`src/rtl/aes_pkg.sv`:
```
// Shared types and constants for the AES block sequencer and its input FIFO.
package aes_pkg;

    localparam int AES_BLK_W = 128;

    localparam logic MODE_ECB = 1'b0;
    localparam logic MODE_CTR = 1'b1;

    typedef enum logic [1:0] {
        IDLE = 2'd0,
        LOAD = 2'd1,
        WAIT = 2'd2,
        HOLD = 2'd3
    } seq_state_e;

    // CTR increment touches only the low 32 bits and wraps; the nonce part is untouched.
    function automatic logic [AES_BLK_W-1:0] ctr_next(input logic [AES_BLK_W-1:0] ctr);
        return {ctr[AES_BLK_W-1:32], ctr[31:0] + 32'd1};
    endfunction

endpackage

```
`src/rtl/aes_block_sequencer_if.sv`:
```
// Block stream interface between the bus/DMA side (master) and the sequencer (slave).
// A beat transfers on a rising clock edge where valid and ready are both 1; once valid
// is raised the payload stays stable until that edge, and ready never depends on valid.
interface aes_block_sequencer_if;
    import aes_pkg::*;

    logic                 in_valid_i;
    logic                 in_ready_o;
    logic [AES_BLK_W-1:0] in_data_i;
    logic                 out_valid_o;
    logic                 out_ready_i;
    logic [AES_BLK_W-1:0] out_data_o;

    modport master (
        output in_valid_i, in_data_i, out_ready_i,
        input  in_ready_o, out_valid_o, out_data_o
    );

    modport slave (
        input  in_valid_i, in_data_i, out_ready_i,
        output in_ready_o, out_valid_o, out_data_o
    );

endinterface

```
`src/rtl/aes_seq_fifo.sv`:
```
// Synchronous block FIFO; pointers carry one extra wrap bit so full and empty are unambiguous.
module aes_seq_fifo
    import aes_pkg::*;
#(
    parameter int W     = AES_BLK_W,
    parameter int DEPTH = 4
) (
    input  logic         wb_clk_i,
    input  logic         wb_rst_ni,
    input  logic         push,
    input  logic [W-1:0] din,
    output logic         full,
    input  logic         pop,
    output logic [W-1:0] dout,
    output logic         empty
);

    localparam int AW = $clog2(DEPTH);

    logic [W-1:0] mem [DEPTH];
    logic [AW:0]  wr_ptr_q;
    logic [AW:0]  rd_ptr_q;
    logic         do_push;
    logic         do_pop;

    assign empty   = (wr_ptr_q == rd_ptr_q);
    assign full    = (wr_ptr_q[AW] != rd_ptr_q[AW]) && (wr_ptr_q[AW-1:0] == rd_ptr_q[AW-1:0]);
    // A push into a full FIFO is refused even if a pop happens in the same cycle.
    assign do_push = push && !full;
    assign do_pop  = pop && !empty;
    assign dout    = mem[rd_ptr_q[AW-1:0]];

    always_ff @(posedge wb_clk_i) begin
        if (do_push) begin
            mem[wr_ptr_q[AW-1:0]] <= din;
        end
    end

    always_ff @(posedge wb_clk_i or negedge wb_rst_ni) begin
        if (!wb_rst_ni) begin
            wr_ptr_q <= '0;
            rd_ptr_q <= '0;
        end else begin
            if (do_push) begin
                wr_ptr_q <= wr_ptr_q + 1'b1;
            end
            if (do_pop) begin
                rd_ptr_q <= rd_ptr_q + 1'b1;
            end
        end
    end

endmodule

```
`src/rtl/aes_block_sequencer.sv`:
```
// Streaming ECB/CTR front end for the aes_128 core: queues input blocks, launches each one,
// waits for the core result (with timeout) and holds it on the output stream.
module aes_block_sequencer
    import aes_pkg::*;
#(
    parameter int IN_DEPTH = 4,
    parameter int WAIT_MAX = 255
) (
    input  logic                 wb_clk_i,
    input  logic                 wb_rst_ni,
    input  logic                 mode_i,
    input  logic [AES_BLK_W-1:0] key_i,
    input  logic [AES_BLK_W-1:0] iv_i,
    input  logic                 ctr_load_i,
    aes_block_sequencer_if.slave bus,
    output logic                 busy_o,
    output logic                 err_o,
    output logic                 aes_start_o,
    output logic [AES_BLK_W-1:0] aes_state_o,
    output logic [AES_BLK_W-1:0] aes_key_o,
    input  logic [AES_BLK_W-1:0] aes_out_i,
    input  logic                 aes_valid_i,
    output seq_state_e           state_o
);

    localparam logic [7:0] WAIT_LAST = 8'(WAIT_MAX - 1);

    seq_state_e           state_q;
    seq_state_e           state_d;
    logic                 fifo_full;
    logic                 fifo_empty;
    logic                 fifo_pop;
    logic [AES_BLK_W-1:0] fifo_dout;
    logic                 capture;
    logic                 timeout;
    logic [AES_BLK_W-1:0] blk_q;
    logic                 mode_q;
    logic [AES_BLK_W-1:0] ctr_q;
    logic [AES_BLK_W-1:0] core_in_q;
    logic [AES_BLK_W-1:0] out_data_q;
    logic [7:0]           wait_cnt_q;
    logic                 err_q;

    aes_seq_fifo #(
        .W     (AES_BLK_W),
        .DEPTH (IN_DEPTH)
    ) u_fifo (
        .wb_clk_i  (wb_clk_i),
        .wb_rst_ni (wb_rst_ni),
        .push      (bus.in_valid_i),
        .din       (bus.in_data_i),
        .full      (fifo_full),
        .pop       (fifo_pop),
        .dout      (fifo_dout),
        .empty     (fifo_empty)
    );

    always_ff @(posedge wb_clk_i or negedge wb_rst_ni) begin
        if (!wb_rst_ni) begin
            state_q <= IDLE;
        end else begin
            state_q <= state_d;
        end
    end

    // The first WAIT cycle (wait_cnt_q == 0) ignores aes_valid_i: it may still be the last result.
    always_comb begin
        state_d  = state_q;
        fifo_pop = 1'b0;
        capture  = 1'b0;
        timeout  = 1'b0;
        case (state_q)
            IDLE: begin
                if (!fifo_empty) begin
                    fifo_pop = 1'b1;
                    state_d  = LOAD;
                end
            end
            LOAD: state_d = WAIT;
            WAIT: begin
                if ((wait_cnt_q != 8'd0) && aes_valid_i) begin
                    capture = 1'b1;
                    state_d = HOLD;
                end else if (wait_cnt_q == WAIT_LAST) begin
                    timeout = 1'b1;
                    state_d = IDLE;
                end
            end
            HOLD: begin
                if (bus.out_ready_i) begin
                    state_d = IDLE;
                end
            end
            default: state_d = IDLE;
        endcase
    end

    // The core input is registered on the pop so it is already valid while aes_start_o is high.
    always_ff @(posedge wb_clk_i or negedge wb_rst_ni) begin
        if (!wb_rst_ni) begin
            blk_q      <= '0;
            mode_q     <= MODE_ECB;
            core_in_q  <= '0;
            out_data_q <= '0;
            wait_cnt_q <= '0;
        end else begin
            if (fifo_pop) begin
                blk_q     <= fifo_dout;
                mode_q    <= mode_i;
                core_in_q <= (mode_i == MODE_CTR) ? ctr_q : fifo_dout;
            end
            if (state_q == WAIT) begin
                wait_cnt_q <= wait_cnt_q + 8'd1;
            end else begin
                wait_cnt_q <= '0;
            end
            if (capture) begin
                out_data_q <= (mode_q == MODE_CTR) ? (aes_out_i ^ blk_q) : aes_out_i;
            end
        end
    end

    // A reload wins over the capture increment; the block in flight already has its counter.
    always_ff @(posedge wb_clk_i or negedge wb_rst_ni) begin
        if (!wb_rst_ni) begin
            ctr_q <= '0;
            err_q <= 1'b0;
        end else begin
            if (ctr_load_i) begin
                ctr_q <= iv_i;
            end else if (capture && (mode_q == MODE_CTR)) begin
                ctr_q <= ctr_next(ctr_q);
            end
            if (ctr_load_i) begin
                err_q <= 1'b0;
            end else if (timeout) begin
                err_q <= 1'b1;
            end
        end
    end

    assign bus.in_ready_o  = !fifo_full && wb_rst_ni;
    assign bus.out_valid_o = (state_q == HOLD);
    assign bus.out_data_o  = out_data_q;
    assign busy_o          = (state_q != IDLE) || !fifo_empty;
    assign err_o           = err_q;
    assign aes_start_o     = (state_q == LOAD);
    assign aes_state_o     = core_in_q;
    assign aes_key_o       = key_i;
    assign state_o         = state_q;

endmodule

```
`src/flat_wrapper.sv`:
```
// flat-port wrapper written by rule: the top's interface ports become plain ports
module aes_block_sequencer_flat import aes_pkg::*;
#(
    parameter int IN_DEPTH = 4,
    parameter int WAIT_MAX = 255
)
  (wb_clk_i, wb_rst_ni, mode_i, key_i, iv_i, ctr_load_i, busy_o, err_o, aes_start_o, aes_state_o, aes_key_o, aes_out_i, aes_valid_i, state_o, bus_in_valid_i, bus_in_data_i, bus_out_ready_i, bus_in_ready_o, bus_out_valid_o, bus_out_data_o);
  aes_block_sequencer_if bus_i ();
  input  logic wb_clk_i;
  input  logic wb_rst_ni;
  input  logic mode_i;
  input  logic [AES_BLK_W-1:0] key_i;
  input  logic [AES_BLK_W-1:0] iv_i;
  input  logic ctr_load_i;
  output logic busy_o;
  output logic err_o;
  output logic aes_start_o;
  output logic [AES_BLK_W-1:0] aes_state_o;
  output logic [AES_BLK_W-1:0] aes_key_o;
  input  logic [AES_BLK_W-1:0] aes_out_i;
  input  logic aes_valid_i;
  output seq_state_e state_o;
  input wire logic [$bits(bus_i.in_valid_i)-1:0] bus_in_valid_i;
  input wire logic [$bits(bus_i.in_data_i)-1:0] bus_in_data_i;
  input wire logic [$bits(bus_i.out_ready_i)-1:0] bus_out_ready_i;
  output wire logic [$bits(bus_i.in_ready_o)-1:0] bus_in_ready_o;
  output wire logic [$bits(bus_i.out_valid_o)-1:0] bus_out_valid_o;
  output wire logic [$bits(bus_i.out_data_o)-1:0] bus_out_data_o;
  assign bus_i.in_valid_i = bus_in_valid_i;
  assign bus_i.in_data_i = bus_in_data_i;
  assign bus_i.out_ready_i = bus_out_ready_i;
  assign bus_in_ready_o = bus_i.in_ready_o;
  assign bus_out_valid_o = bus_i.out_valid_o;
  assign bus_out_data_o = bus_i.out_data_o;
  aes_block_sequencer #(.IN_DEPTH(IN_DEPTH), .WAIT_MAX(WAIT_MAX)) u_core (.wb_clk_i(wb_clk_i), .wb_rst_ni(wb_rst_ni), .mode_i(mode_i), .key_i(key_i), .iv_i(iv_i), .ctr_load_i(ctr_load_i), .bus(bus_i), .busy_o(busy_o), .err_o(err_o), .aes_start_o(aes_start_o), .aes_state_o(aes_state_o), .aes_key_o(aes_key_o), .aes_out_i(aes_out_i), .aes_valid_i(aes_valid_i), .state_o(state_o));
endmodule
```
`config.mk`:
```
export PLATFORM = sky130hd
export DESIGN_NAME = aes_block_sequencer_flat
export DESIGN_NICKNAME = d
export VERILOG_FILES = /design/src/rtl/aes_pkg.sv /design/src/rtl/aes_block_sequencer_if.sv /design/src/rtl/aes_seq_fifo.sv /design/src/rtl/aes_block_sequencer.sv /design/src/flat_wrapper.sv
export SDC_FILE = /design/constraint.sdc
export NUM_CORES = 1
export LEC_CHECK = 0
export ABC_CLOCK_PERIOD_IN_PS = 7050
export CAP_MARGIN = 20
export CORE_AREA = 8 8 346 348
export DETAILED_ROUTE_END_ITERATION = 8
export DIE_AREA = 0 0 354 356
export PLACE_DENSITY = 0.64
export SLEW_MARGIN = 20
export SYNTH_ARGS = -nofsm -noshare
export SYNTH_HDL_FRONTEND = slang
export SYNTH_SLANG_ARGS = --single-unit
```
`constraint.sdc`:
```
create_clock -name wb_clk_i -period 7.05 [get_ports wb_clk_i]
set_clock_uncertainty 0.1 [all_clocks]
set_input_delay 1.0575 -clock wb_clk_i [delete_from_list [all_inputs] [get_ports wb_clk_i]]
set_output_delay 1.0575 -clock wb_clk_i [all_outputs]
set_load 0.1 [all_outputs]
```
==> results of run 1 <==
-- critical path, cell delays in order (launching register included) --
cell,delay (ns)
dfrtp_4,0.72
xnor2_1,0.48
nand2_1,0.12
or4_1,0.45
clkdlybuf4s50_1,1.00
-- layout by cell type (no fill, tap or decap), types with 16 or more instances in the layout --
| cell | Yosys | final |
|---|---|---|
| nor2_1 | 30 | 30 |
| clkbuf_1 | 92 | 36 |
| a31oi_1 | 16 | 16 |
| mux2i_1 | 129 | 129 |
| buf_4 | 132 | 28 |
| o21ai_0 | 266 | 266 |
| dfrtp_1 | 530 | 527 |
| or4_1 | 16 | 16 |
| mux4_2 | 128 | 128 |
| clkdlybuf4s50_1 | 0 | 646 |
| clkbuf_16 | 0 | 112 |
| edfxtp_1 | 512 | 512 |
| mux2_2 | 223 | 223 |
| diode_2 | 0 | 18 |
| clkinv_1 | 1 | 19 |
| xor2_1 | 135 | 135 |
| nand3_1 | 19 | 19 |
| nand2_1 | 421 | 421 |
-- report_power, final --
part / total (uW) / internal [uW] / switching (uW)
Combinational: 12400 / 3530 / 8870
Sequential: 9360 / 8390 / 967
Clock: 5860 / 3400 / 2450
Total: 27600 / 15300 / 12300
-- cell type report --
class / count / area (sq um) / area share, %
Sequential cell: 1042 / 28600 / 53.5
Multi-Input combinational cell: 1519 / 12300 / 23.0
Timing Repair Buffer: 688 / 6940 / 13.0
Clock buffer: 153 / 3010 / 5.61
Tap cell: 1512 / 1890 / 3.53
Clock inverter: 59 / 674 / 1.26
Inverter: 15 / 56.3 / 0.105
Antenna cell: 18 / 45.0 / 0.0841
-- worst paths after layout --
kind,endpoint,slack (ns)
worst max-delay path,busy_o,2.42
worst min-delay path,u_core.ctr_q[12],0.22
worst max register to register,u_core.u_fifo.mem[2][69],3.42
worst min register to register,u_core.aes_state_o[58],0.37
max in group asynchronous,u_core.blk_q[122],4.51
min in group wb_clk_i,u_core.aes_state_o[58],0.37
-- cells by family (layout without fill, tap and decap cells) --
kind of cell | count (synthesis) | after routing | synth area share (%)
other cells | 0 | 18 | 0
compound gates | 336 | 336 | 4.29
simple gates | 547 | 547 | 5.54
mux | 480 | 480 | 15.7
flops | 1042 | 1042 | 67.2
xor+xnor | 147 | 147 | 3.02
buf+inv | 301 | 915 | 3.98
fa+ha+maj | 9 | 9 | 0.264
-- routing by layer --
layer | track usage [%] | vias to the layer above
met1 | 22.1 | 12600
met4 | 7.87 | 36
met3 | 5.93 | 257
met5 | 0.308 | -
met2 | 30.9 | 740
li1 | - | 11300
-- state kept, by name (all words and copies together) (netlist names) --
| name | count |
|---|---|
| u_core.u_fifo.mem | 512 |
| u_core.mode_q | 1 |
| u_core.aes_state_o | 128 |
| u_core.ctr_q | 128 |
| u_core.state_o | 2 |
| u_core.u_fifo.rd_ptr_q | 3 |
| u_core.wait_cnt_q | 8 |
| u_core.u_fifo.wr_ptr_q | 3 |
| u_core.blk_q | 128 |
| u_core.err_o | 1 |
| u_core.bus.out_data_o | 128 |
-- per-stage QoR --
step	area (sq um)	setup slack (ns)
2_1_floorplan	42600	2.00
3_3_place_gp	49800	2.99
3_5_place_dp	49800	2.98
4_1_cts	53500	2.31
5_1_grt	53600	2.21
6_report	53600	2.42
==> out/metrics.yaml, run 1 <==
top_layer_used: "met5"
critPathLaunch: "u_core.u_fifo.rd_ptr_q[0]"
clk_pin_slew_ns: 0.06
drt-met1-wl_mm: 46.7
stdcell_count: 5006
grt_pass1_wl_mm: 177
route.met3.wl_mm: 9.07
synthFlopType: "dfrtp_1"
yosysTopAreaCell: "edfxtp_1"
r2r-start: "u_core.u_fifo.rd_ptr_q[0]"
synth_area_leaders: "edfxtp_1 36%, dfrtp_1 31%, mux4_2 6.8%"
dp_hpwl_mm: 82.8
worstPathMaxFanout: 32
period_needed_ns: 4.63
htreeDepth: 3
drive_gt1_share_pct: 16.5
nNetsFinal: 3905
reg2reg_depth: 4
clock.fmax_mhz: 216
rsz0062_at_grt: "false"
overflow: 0
async_flop_share_pct: 50.9
cts_setup_buffers: 0
dr.pass1.iters: 5
powerDensity_nw_per_um2: 515
yosys_register_bits: 1042
cp-start-kind: "flip-flop"
final.setup.tns_ns: 0
tightest_slew_ns: 1.13
io_pins: 910
cts_buffer_depth: 3
grt_pass1_vias: 26400
synth.most_common_cell: "dfrtp_1"
start_util_pct: 37.4
syn_area_per_cell_sq_um: 14.9
core-area_sq_um: 114000
die_y_um: 356
yosysTopAreaCellShare_pct: 36.1
synth-edff-count: 512
finalPower_uw: 27600
worstSetupPathType: "flip-flop to primary output"
crit_arrival_ns: 3.47
final_util_pct: 47.0
numCtsBuffers: 111
status: "finished clean"
vias: 25000
antenna_found_initial: 39
synthesis.nets: 3390
cts_root_buf: "clkbuf_16"
drc_errors: 0
p_leak_uw: 0.0203
routed_wl_mm: 120
fp.dieW_um: 354
dpl.cell_count: 4776
dieArea_sq_um: 126000
irDropWorstVdd_mv: 0.389
required_ns: 5.89
synth_cells: 2862
hold_slack_ns: 0.225
finalCritPeriodShare_pct: 65.6
vias_per_cell: 4.99
end_kind: "primary output"
synth_area_sq_um: 42600
grt_max_degree: 160
wl_per_cell_um: 24.0
synthToLayoutAreaGrowth_pct: 25.8
row_count: 124
yosysUniqueCellTypes: 56
port_buffers: 653
num-fill-cells: 10000
cts.sinks: 1042
cts-resized-gates: 0
yosysSeqAreaShare_pct: 67.2
drt_iter0_drc: 1433
relSlewSlack_pct: 24.2
grt_usage_pct: 18.6
place_congestion: 0.781
min_path_type: "primary input to asynchronous set/reset pin"
antenna_left: 0
route.met2.wl_mm: 59.8
drv_cap: 0
yosysWarnings: 0
hold_viol: 0
worstSkewPairLatency_ns: 0.70
setup_viol: 0
postCtsHoldBufs: 0
synthTopCellsByCount: "530 x dfrtp_1, 512 x edfxtp_1, 421 x nand2_1"
drv_slew: 0
cts_tree: "done"
Note: power is estimated with default switching activity, not from simulation.
==> run 2: changes to the inputs <==
ABC_CLOCK_PERIOD_IN_PS = 4320   (was 7050)
clock period = 4.32 ns   (was 7.05 ns; I/O delays follow)
==> run 2 against run 1 <==
Compared with the run above: final cell count rose by 0.32%; register-to-register slack worse by 2.1 ns; global-route usage up 0.13 points.
==> out/metrics.yaml, run 2 (synthesized netlist as in run 1, its figures left out) <==
setup_viol: 0  # unchanged
dp_hpwl_mm: 85.6  # +3.4%
rsz0062_at_grt: "false"
cts-resized-gates: 0  # unchanged
postCtsHoldBufs: 1  # +1
crit_chain: "and2_1, clkdlybuf4s50_1"
vias: 24900  # -0.26%
grt_pass1_wl_mm: 178  # +0.42%
hold_viol: 0  # unchanged
p_leak_uw: 0.0205  # +0.96%
largest_reg_flops: 512  # unchanged
relSlewSlack_pct: 22.9  # -1.3 points
critPathBufInv: 1  # unchanged
cp-start-kind: "flip-flop"
overflow: 0  # unchanged
antenna_found_initial: 39  # unchanged
wl_per_cell_um: 24.2  # +0.55%
clk_pin_slew_ns: 0.06  # about the same
final_util_pct: 47.3  # +0.28 points
worstSetupPathType: "flip-flop to primary output"
drive_gt1_share_pct: 17.4  # +0.99 points
row_count: 124  # unchanged
dr.pass1.iters: 5  # unchanged
drv_slew: 0  # unchanged
worstSkewPairLatency_ns: 0.69  # about the same
dieArea_sq_um: 126000  # unchanged
drt_iter0_drc: 1494  # +4.3%
cp_slowest_stage_delay_ns: 1.20  # +0.20 ns
cts_buffer_depth: 3  # unchanged
antenna_left: 0  # unchanged
stdcell_area_sq_um: 53900  # +0.60%
finalCritPeriodShare_pct: 78.5
start_util_pct: 37.4  # unchanged
period_needed_ns: 3.39
vias_per_cell: 4.96  # -0.58%
cts_tree: "done"
synthToLayoutAreaGrowth_pct: 26.5
irDropWorstVdd_mv: 0.598  # +54%
required_ns: 3.57  # -2.32 ns
cts.sinks: 1042  # unchanged
critical-path-top-delay-family: "buffers and inverters"
worstPathMaxFanout: 10  # -69%
numCtsBuffers: 109  # -1.8%
port_buffers: 653  # unchanged
final_cell_mix: "643 x clkdlybuf4s50_1, 527 x dfrtp_1, 512 x edfxtp_1, 421 x nand2_1, 266 x o21ai_0"
drv_cap: 0  # unchanged
min_path_type: "primary input to flip-flop"
tightest_slew_ns: 1.15  # +0.0196 ns
clock.fmax_mhz: 295
end_kind: "primary output"
grt_max_degree: 157  # -1.9%
crit_arrival_ns: 2.64  # -0.83 ns
powerDensity_nw_per_um2: 843  # +64%
layout_commonest_cell: "clkdlybuf4s50_1"
final.setup.tns_ns: 0  # unchanged
critPathSlowestCell: "clkdlybuf4s50_1"
cts_setup_buffers: 0  # unchanged
postPlaceCellArea_sq_um: 50100  # +0.48%
place_congestion: 0.783  # +0.31%
core-area_sq_um: 114000  # unchanged
hold_slack_ns: 0.287  # +0.0626 ns
io_pins: 910  # unchanged
grt_usage_pct: 18.7  # +0.13 points
routed_wl_mm: 121  # +0.87%
htreeDepth: 3  # unchanged
nNetsFinal: 3921  # +0.41%
status: "finished clean"
die_y_um: 356  # unchanged
cts_root_buf: "clkbuf_16"
drc_errors: 0  # unchanged
grt_pass1_vias: 26000  # -1.6%
r2r_setup_slack_ns: 1.31  # -2.11 ns
fp.dieW_um: 354  # unchanged
[run 2: power breakdown]
group	total [uW]	internal, uW	switching [uW]
combinational	20500	5920	14600
clock	9730	5730	3990
sequential	15200	13700	1540
[run 2: metrics by stage]
stage / total power (uW) / instances / worst slack, ns
2_1_floorplan: 30500 / 2862 / 1.00
3_5_place_dp: 36200 / 4793 / 0.910
6_report: 45500 / 5022 / 0.929
5_1_grt: 47500 / 5014 / 0.763
3_3_place_gp: 35900 / 4793 / 0.942
4_1_cts: 46100 / 5002 / 0.831
[run 2: layer usage]
layer  global-route usage, %  wire [um]
met1                    22.2      47400
met2                    31.5      60700
met3                    6.26       9230
met4                    6.90       3800
met5                   0.192        235
[run 2: final cells by class]
class                      instances  area (sq um)
antenna                           20          50.0
clock buffer                     136          2930
clock inverter                    72           820
fill                            9973         60000
inverter                          15          56.3
multi-input combinational       1519         12300
sequential                      1042         28600
tap                             1512          1890
timing repair buffer             706          7190
[run 2: final timing paths]
kind,depth (start not counted),startpoint,to
max,2,u_core.state_o[1],bus_out_valid_o
min,2,ctr_load_i,u_core.err_o
max reg2reg,6,u_core.wait_cnt_q[0],u_core.bus.out_data_o[30]
min reg2reg,2,u_core.bus.out_data_o[39],u_core.bus.out_data_o[39]
max in group asynchronous,3,wb_rst_ni,u_core.ctr_q[67]
min in group asynchronous,2,wb_rst_ni,u_core.bus.out_data_o[113]
==> run 3: changes to the inputs <==
ABC_CLOCK_PERIOD_IN_PS = 3330   (was 4320)
clock period = 3.33 ns   (was 4.32 ns; I/O delays follow)
==> run 3 against run 2 <==
Compared with the run above: worst setup slack worse by 0.65 ns; sequential share of layout area grew 0.23 points; cell area decreased by 0.43%; first-iteration DRC count rose by 2.9%; wire length down 1.8%; total power grew 28%; highest routed layer unchanged.
==> out/metrics.yaml, run 3 (synthesized netlist as in run 1, its figures left out) <==
stdcell_area_sq_um: 53700  # -0.43%
core-area_sq_um: 114000  # unchanged
vias_per_cell: 4.93  # -0.49%
min_path_type: "primary input to flip-flop"
r2r_setup_slack_ns: 0.72  # -0.59 ns
postPlaceCellArea_sq_um: 50000  # -0.11%
critical-path-top-delay-family: "simple AND/OR/NAND/NOR gates"
grt_pass1_wl_mm: 176  # -1.3%
setup_viol: 0  # unchanged
fp.dieW_um: 354  # unchanged
num-fill-cells: 10100  # +1.0%
dp_hpwl_mm: 85.0  # -0.69%
p_leak_uw: 0.0208  # +1.7%
routed_wl_mm: 119  # -1.8%
required_ns: 2.73  # -0.84 ns
worstSkewPairLatency_ns: 0.68  # about the same
cts-resized-gates: 0  # unchanged
final_util_pct: 47.1  # -0.20 points
finalCritPeriodShare_pct: 91.6
critPathLaunch: "u_core.u_fifo.rd_ptr_q[0]"
hold_viol: 0  # unchanged
reg2reg_depth: 6  # unchanged
powerDensity_nw_per_um2: 1080  # +29%
drc_errors: 0  # unchanged
place_congestion: 0.779  # -0.55%
period_needed_ns: 3.05
r2r-start: "u_core.wait_cnt_q[0]"
grt_max_degree: 153  # -2.5%
worstSetupPathType: "flip-flop to primary output"
layout_commonest_cell: "dfrtp_1"
synthToLayoutAreaGrowth_pct: 26.0
final_cell_mix: "527 x dfrtp_1, 512 x edfxtp_1, 457 x clkdlybuf4s50_1, 421 x nand2_1, 266 x o21ai_0"
cts_root_buf: "clkbuf_16"
status: "finished clean"
antenna_found_initial: 37  # -5.1%
drive_gt1_share_pct: 23.2  # +5.7 points
die_y_um: 356  # unchanged
wl_per_cell_um: 23.6  # -2.3%
final.setup.tns_ns: 0  # unchanged
cp_slowest_stage_delay_ns: 0.51  # -0.69 ns
cts.sinks: 1042  # unchanged
row_count: 124  # unchanged
antenna_left: 0  # unchanged
crit_chain: "xnor2_1, nand2_1, or4_1, buf_12"
drv_slew: 0  # unchanged
irDropWorstVdd_mv: 0.800  # +34%
overflow: 0  # unchanged
r2r_end: "u_core.bus.out_data_o[47]"
worstPathMaxFanout: 4  # -6
io_pins: 910  # unchanged
largest_reg_flops: 512  # unchanged
grt_pass1_vias: 26300  # +1.4%
cts_tree: "done"
nNetsFinal: 3948  # +0.69%
drt_iter0_drc: 1537  # +2.9%
cts_buffer_depth: 3  # unchanged
start_util_pct: 37.4  # unchanged
min_to: "u_core.err_o"
end_kind: "primary output"
dr.pass1.iters: 5  # unchanged
grt_usage_pct: 18.4  # -0.28 points
tightest_slew_ns: 0.998  # -0.156 ns
dieArea_sq_um: 126000  # unchanged
hold_path_startpoint: "ctr_load_i"
hold_depth: 2  # unchanged
crit_arrival_ns: 2.45  # -0.19 ns
rsz0062_at_grt: "false"
numCtsBuffers: 111  # +1.8%
drv_cap: 0  # unchanged
port_buffers: 653  # unchanged
clock.fmax_mhz: 328
relSlewSlack_pct: 33.3  # +10 points
htreeDepth: 3  # unchanged
critPathSlowestCell: "dfrtp_4"
cp-start-kind: "flip-flop"
critPathBufInv: 1  # unchanged
clk_pin_slew_ns: 0.06  # about the same
vias: 24900  # +0.068%
-- run 3: worst max path at each step --
stage	to	cells past startpoint
floorplan	u_core.u_fifo.mem[3][0]	4
global placement	u_core.ctr_q[18]	5
detailed placement	u_core.ctr_q[18]	5
CTS	busy_o	4
global route	busy_o	4
finish	busy_o	4
-- run 3: what timing repair did --
action,in CTS,in global routing
buffers inserted,0,0
hold buffers,1,0
endpoints found under the hold margin,106,0
-- run 3: power breakdown --
group	switching [uW]	leakage (uW)	total (uW)	internal (uW)
sequential	1790	0.0111	19500	17800
combinational	19100	0.00800	26700	7570
clock	5100	0.00176	12000	6890
total	26000	0.0208	58200	32200
-- run 3: stage by stage --
step                hold slack (ns)  instances  setup WS [ns]  power (uW)
floorplan                     0.104       2862         0.0817       39600
global placement              0.285       4818          0.531       46500
detailed placement            0.283       4818          0.477       46900
CTS                          0.0156       5030          0.212       59000
global route                 0.0714       5037          0.106       61000
finish                       0.0953       5050          0.280       58200
-- run 3: routing by layer --
metal / GRT usage [%] / vias up / wire length (um)
met4: 5.89 / 32 / 3030
met3: 6.16 / 205 / 8770
li1: - / 11400 / -
met2: 31.8 / 689 / 60500
met5: 0.192 / - / 231
met1: 21.6 / 12600 / 46800
-- run 3: cell type report --
class / count / area [sq um] / area share, %
clock buffer: 152 / 3080 / 5.75
sequential: 1042 / 28600 / 53.4
antenna: 20 / 50.0 / 0.0933
clock inverter: 59 / 487 / 0.907
multi-input combinational: 1519 / 12300 / 22.9
timing repair buffer: 731 / 7140 / 13.3
inverter: 15 / 56.3 / 0.105
tap: 1512 / 1890 / 3.53
